--- config.mk ---
export PLATFORM = sky130hd
export DESIGN_NAME = sysmem_ctrl
export DESIGN_NICKNAME = d
export VERILOG_FILES = /design/src/rtl/sysmem_ctrl.sv
export SDC_FILE = /design/constraint.sdc
export NUM_CORES = 1
export LEC_CHECK = 0
export CORE_AREA = 2 2 72 74
export CTS_CLUSTER_DIAMETER = 80
export DETAILED_ROUTE_END_ITERATION = 7
export DIE_AREA = 0 0 74 76
export PLACE_DENSITY = 0.79
export SYNTH_ARGS = -nofsm -noshare
export SYNTH_HDL_FRONTEND = slang
export SYNTH_SLANG_ARGS = --single-unit
export TNS_END_PERCENT = 20
--- constraint.sdc ---
create_clock -name clk -period 3 [get_ports clk]
set_input_delay 0.75 -clock clk [delete_from_list [all_inputs] [get_ports clk]]
set_output_delay 0.75 -clock clk [all_outputs]
set_load 0.005 [all_outputs]
--- src/rtl/sysmem_ctrl.sv ---
// sysmem_ctrl: picorv32 native-bus bridge onto four byte-lane BRAMs (1024 x 8)
// that together form a 4 KiB system memory window at BASE_ADDR.
// Optional feature macro: SYSMEM_RDATA_REG_EN. When it is defined, read data is
// captured into a register (read latency 2). When it is undefined, read data is
// passed straight through from the BRAM (read latency 1).
module sysmem_ctrl #(
    parameter logic [31:0] BASE_ADDR = 32'h0000_0000,
    parameter int          AW        = 10
) (
    input  logic          clk,
    input  logic          resetn,
    input  logic          mem_valid,
    input  logic [31:0]   mem_addr,
    input  logic [31:0]   mem_wdata,
    input  logic [3:0]    mem_wstrb,
    output logic          mem_ready,
    output logic [31:0]   mem_rdata,
    output logic [AW-1:0] bram_addr,
    output logic [3:0]    bram_ce,
    output logic [3:0]    bram_we,
    output logic [31:0]   bram_di,
    input  logic [31:0]   bram_do,
    output logic          bram_rst
);

`ifdef SYSMEM_RDATA_REG_EN
    typedef enum logic [1:0] {S_IDLE = 2'd0, S_ACK = 2'd1, S_RDREG = 2'd2} state_t;
`else
    typedef enum logic [1:0] {S_IDLE = 2'd0, S_ACK = 2'd1} state_t;
`endif

    state_t state_q, state_d;
    logic   mem_ready_q, mem_ready_d;
    logic   hit_s;
    logic   unused_s;

    // Byte offset within the word and the window-internal upper bits are not decoded.
    assign unused_s = ^{mem_addr[1:0], mem_addr[11:2]};

    assign hit_s     = mem_valid & (mem_addr[31:12] == BASE_ADDR[31:12]);
    assign bram_addr = mem_addr[AW+1:2];
    assign bram_di   = mem_wdata;
    assign bram_rst  = 1'b0;
    assign mem_ready = mem_ready_q;

    // Next-state and BRAM strobes; strobes are only ever raised in the IDLE issue cycle.
    always_comb begin
        state_d = state_q;
        bram_ce = 4'h0;
        bram_we = 4'h0;
        case (state_q)
            S_IDLE: begin
                // resetn gates the issue so the BRAM sees no strobes while reset is held.
                if (hit_s && !mem_ready_q && resetn) begin
                    bram_ce = (mem_wstrb == 4'h0) ? 4'hF : mem_wstrb;
                    bram_we = mem_wstrb;
`ifdef SYSMEM_RDATA_REG_EN
                    state_d = (mem_wstrb == 4'h0) ? S_RDREG : S_ACK;
`else
                    state_d = S_ACK;
`endif
                end else begin
                    state_d = S_IDLE;
                end
            end
`ifdef SYSMEM_RDATA_REG_EN
            S_RDREG: state_d = S_ACK;
`endif
            S_ACK:   state_d = S_IDLE;
            default: state_d = S_IDLE;
        endcase
    end

    // mem_ready is high exactly while the FSM sits in ACK.
    always_comb begin
        mem_ready_d = (state_d == S_ACK);
    end

    // State and completion-pulse registers.
    always_ff @(posedge clk or negedge resetn) begin
        if (!resetn) begin
            state_q     <= S_IDLE;
            mem_ready_q <= 1'b0;
        end else begin
            state_q     <= state_d;
            mem_ready_q <= mem_ready_d;
        end
    end

`ifdef SYSMEM_RDATA_REG_EN
    logic [31:0] rdata_q;

    // Capture BRAM read data in RDREG and hold it until the next read capture.
    always_ff @(posedge clk or negedge resetn) begin
        if (!resetn) begin
            rdata_q <= 32'h0000_0000;
        end else if (state_q == S_RDREG) begin
            rdata_q <= bram_do;
        end else begin
            rdata_q <= rdata_q;
        end
    end

    assign mem_rdata = rdata_q;
`else
    assign mem_rdata = bram_do;
`endif

endmodule

==> results.json <==
{
  "status": "complete, but fails checks",
  "violations": "setup timing",
  "hold_viol": 0,
  "fin_nets": 183,
  "synth_compound_area_share_pct": 0.789,
  "gr-total-overflow": 0,
  "critPathSlowestCell": "clkdlybuf4s50_1",
  "p_per_area_nw_per_um2": 89.0,
  "largest_register": "state_q",
  "synth.cell_area_um2": 793,
  "postLayoutCoreUtil_pct": 16.1,
  "vias": 506,
  "r2r_cells": 5,
  "rsz0062_at_grt": "yes",
  "cpPeakStageDelay_ns": 0.44,
  "place_area_um2": 706,
  "clk_pin_slew_ns": 0,
  "wl_um": 2110,
  "final_cell_mix": "clkdlybuf4s50_1, buf_4, nor3_1, nor3_2",
  "slew_violations": 0,
  "cp_cell_sequence": "clkdlybuf4s50_1 > nor4_4 > nand4_4 > buf_4 > nor3_2 > clkdlybuf4s15_1",
  "place.gp.congestion": 0.574,
  "insertion_delay_ns": 0,
  "area_growth_pct": -0.316,
  "synthXorXnorAreaFrac_pct": 0,
  "finalSetupViolCount": 1,
  "holdPathStages": 5,
  "fp.dieW_um": 74,
  "core_um2": 4910,
  "die_h_um": 76,
  "timing.rr.end": "state_q[0]",
  "synthAdderAreaFrac_pct": 0,
  "crit_path_start": "mem_addr[13]",
  "drtIter0Drc": 1,
  "largest_reg_flops": 1,
  "finClkSkew_ns": 0,
  "crit_required_ns": 2.25,
  "first_pass_iters": 2,
  "design_area_um2": 791,
  "largestRegisters": "state_q: 1 flops",
  "syn_nets": 208,
  "insertedDiodeCount": 0,
  "ctsHoldBuffers": 0,
  "muxShareOfSynthArea_pct": 0,
  "max_freq_ghz": 0.332,
  "grt_pass1_vias": 495,
  "synth.avg_cell_area_um2": 7.55,
  "die_area_um2": 5620,
  "cp-start-kind": "input pin",
  "rows": 26,
  "end_kind": "primary output",
  "hold_ws_ns": 0.918,
  "yosys_warnings": 0,
  "worst-path-buf-inv": 3,
  "rr_startpoint": "state_q[0]",
  "antenna_found_initial": 0,
  "critical_path_class": "input pin to primary output",
  "grt_use_total_pct": 6.23,
  "boundaryPins": 187,
  "critPathArrivalTime_ns": 2.26,
  "drive_above_1_share_pct": 39.7,
  "initial_utilization_pct": 16.1,
  "seq_area_frac_synth_pct": 3.15,
  "wl_per_cell_um": 14.3,
  "synth_cell_types": 13,
  "portBuffers": 35,
  "via_per_inst": 3.42,
  "hold_class": "flop to flop",
  "total_power_mw": 0.0704,
  "stdcell_count": 148,
  "ir_worst_vdd_uv": 26.5,
  "ys_seq_elements": 1,
  "dp.cells": 140,
  "crit_family": "buffers and inverters",
  "fin_ws_ns": -0.0124,
  "final_common_cell": "clkdlybuf4s50_1",
  "grt_max_degree": 9,
  "synth_top_family_by_area": "buffers and inverters",
  "period_minus_slack_ns": 3.01,
  "synthSimpleGateAreaFrac_pct": 23.2,
  "grt_pass1_wl_um": 2620,
  "post-route-period-util_pct": 100,
  "worstPathMaxFanout": 4,
  "p_leak_nw": 0.308,
  "syn_inst": 105,
  "holdPathEnd": "state_q[0]",
  "drc": 0,
  "min-delay-start": "state_q[0]",
  "antenna_left": 0,
  "place_hpwl_um": 1750,
  "regToRegSetupSlack_ns": 1.72,
  "maxCapViolCount": 0
}
==> metal layers <==
layer	global-route usage (%)	up-vias	wire, um	part of all wire (%)
met4	6.91	0	227	11
met3	5.42	26	521	25
met2	11.0	71	966	46
li1	-	210	-	-
met1	2.64	199	394	19
met5	0	-	0	0
==> area by class of cell <==
| cell class | instances | area, um2 |
|---|---|---|
| fill | 548 | 4120 |
| inverter | 3 | 11.3 |
| multi-input combinational | 27 | 250 |
| sequential | 1 | 25.0 |
| tap | 70 | 87.6 |
| timing repair buffer | 47 | 417 |
==> worst reg2reg max path, cell delays in order, from the launching register on <==
cell and delay (ns):
dfrtp_1 0.41, nor4_4 0.23, buf_4 0.18, nand4_4 0.12, buf_4 0.16, nor2_1 0.09
==> through the flow <==
stage / TNS (ns) / worst slack [ns]
6_report: -0.0124 / -0.0124
2_1_floorplan: 0 / 0.783
3_5_place_dp: -1.94 / -0.289
5_1_grt: -0.100 / -0.0843
4_1_cts: -0.413 / -0.139
3_3_place_gp: -1.77 / -0.267
==> synth_stat cells <==
cell type | instances | area [um2]
dfrtp_1 | 1 | 25.0
nand2_1 | 1 | 3.75
nor4_2 | 2 | 25.0
conb_1 | 1 | 3.75
nand4_4 | 1 | 21.3
nor4_4 | 2 | 42.5
and4bb_2 | 1 | 12.5
nor2_1 | 5 | 18.8
nand3_1 | 1 | 5.00
a31oi_1 | 1 | 6.26
nor3_1 | 11 | 55.1
inv_1 | 3 | 11.3
buf_4 | 75 | 563
==> cell families after synthesis <==
group,count (synthesis)
AO/OA/AOI/OAI,1
buffers and inverters,78
flip-flops,1
other,1
AND/OR/NAND/NOR,24
==> repair_timing <==
action                     in CTS  in global routing
setup endpoints to repair       8                  7
resized for setup              16                 15
pin swaps                       9                  4
cloned                          1                  0
buffers inserted                3                  4
==> how the worst max path moves through the flow <==
stage	to	slack, ns	cells after the start
finish	bram_we[1]	-0.01	6
global route	bram_we[1]	-0.08	6
global placement	bram_ce[0]	-0.27	6
CTS	bram_ce[0]	-0.14	6
floorplan	bram_ce[0]	0.78	3
detailed placement	bram_ce[2]	-0.29	6
==> power by group <==
part | internal, mW | leakage [nW] | switching, mW | total [mW]
sequential | 0.0137 | 0.0140 | 0.0000000121 | 0.0137
combinational | 0.0378 | 0.294 | 0.0188 | 0.0566
clock | 0 | 0 | 0 | 0
total | 0.0515 | 0.308 | 0.0188 | 0.0704
(Power assumes the default switching activity.)
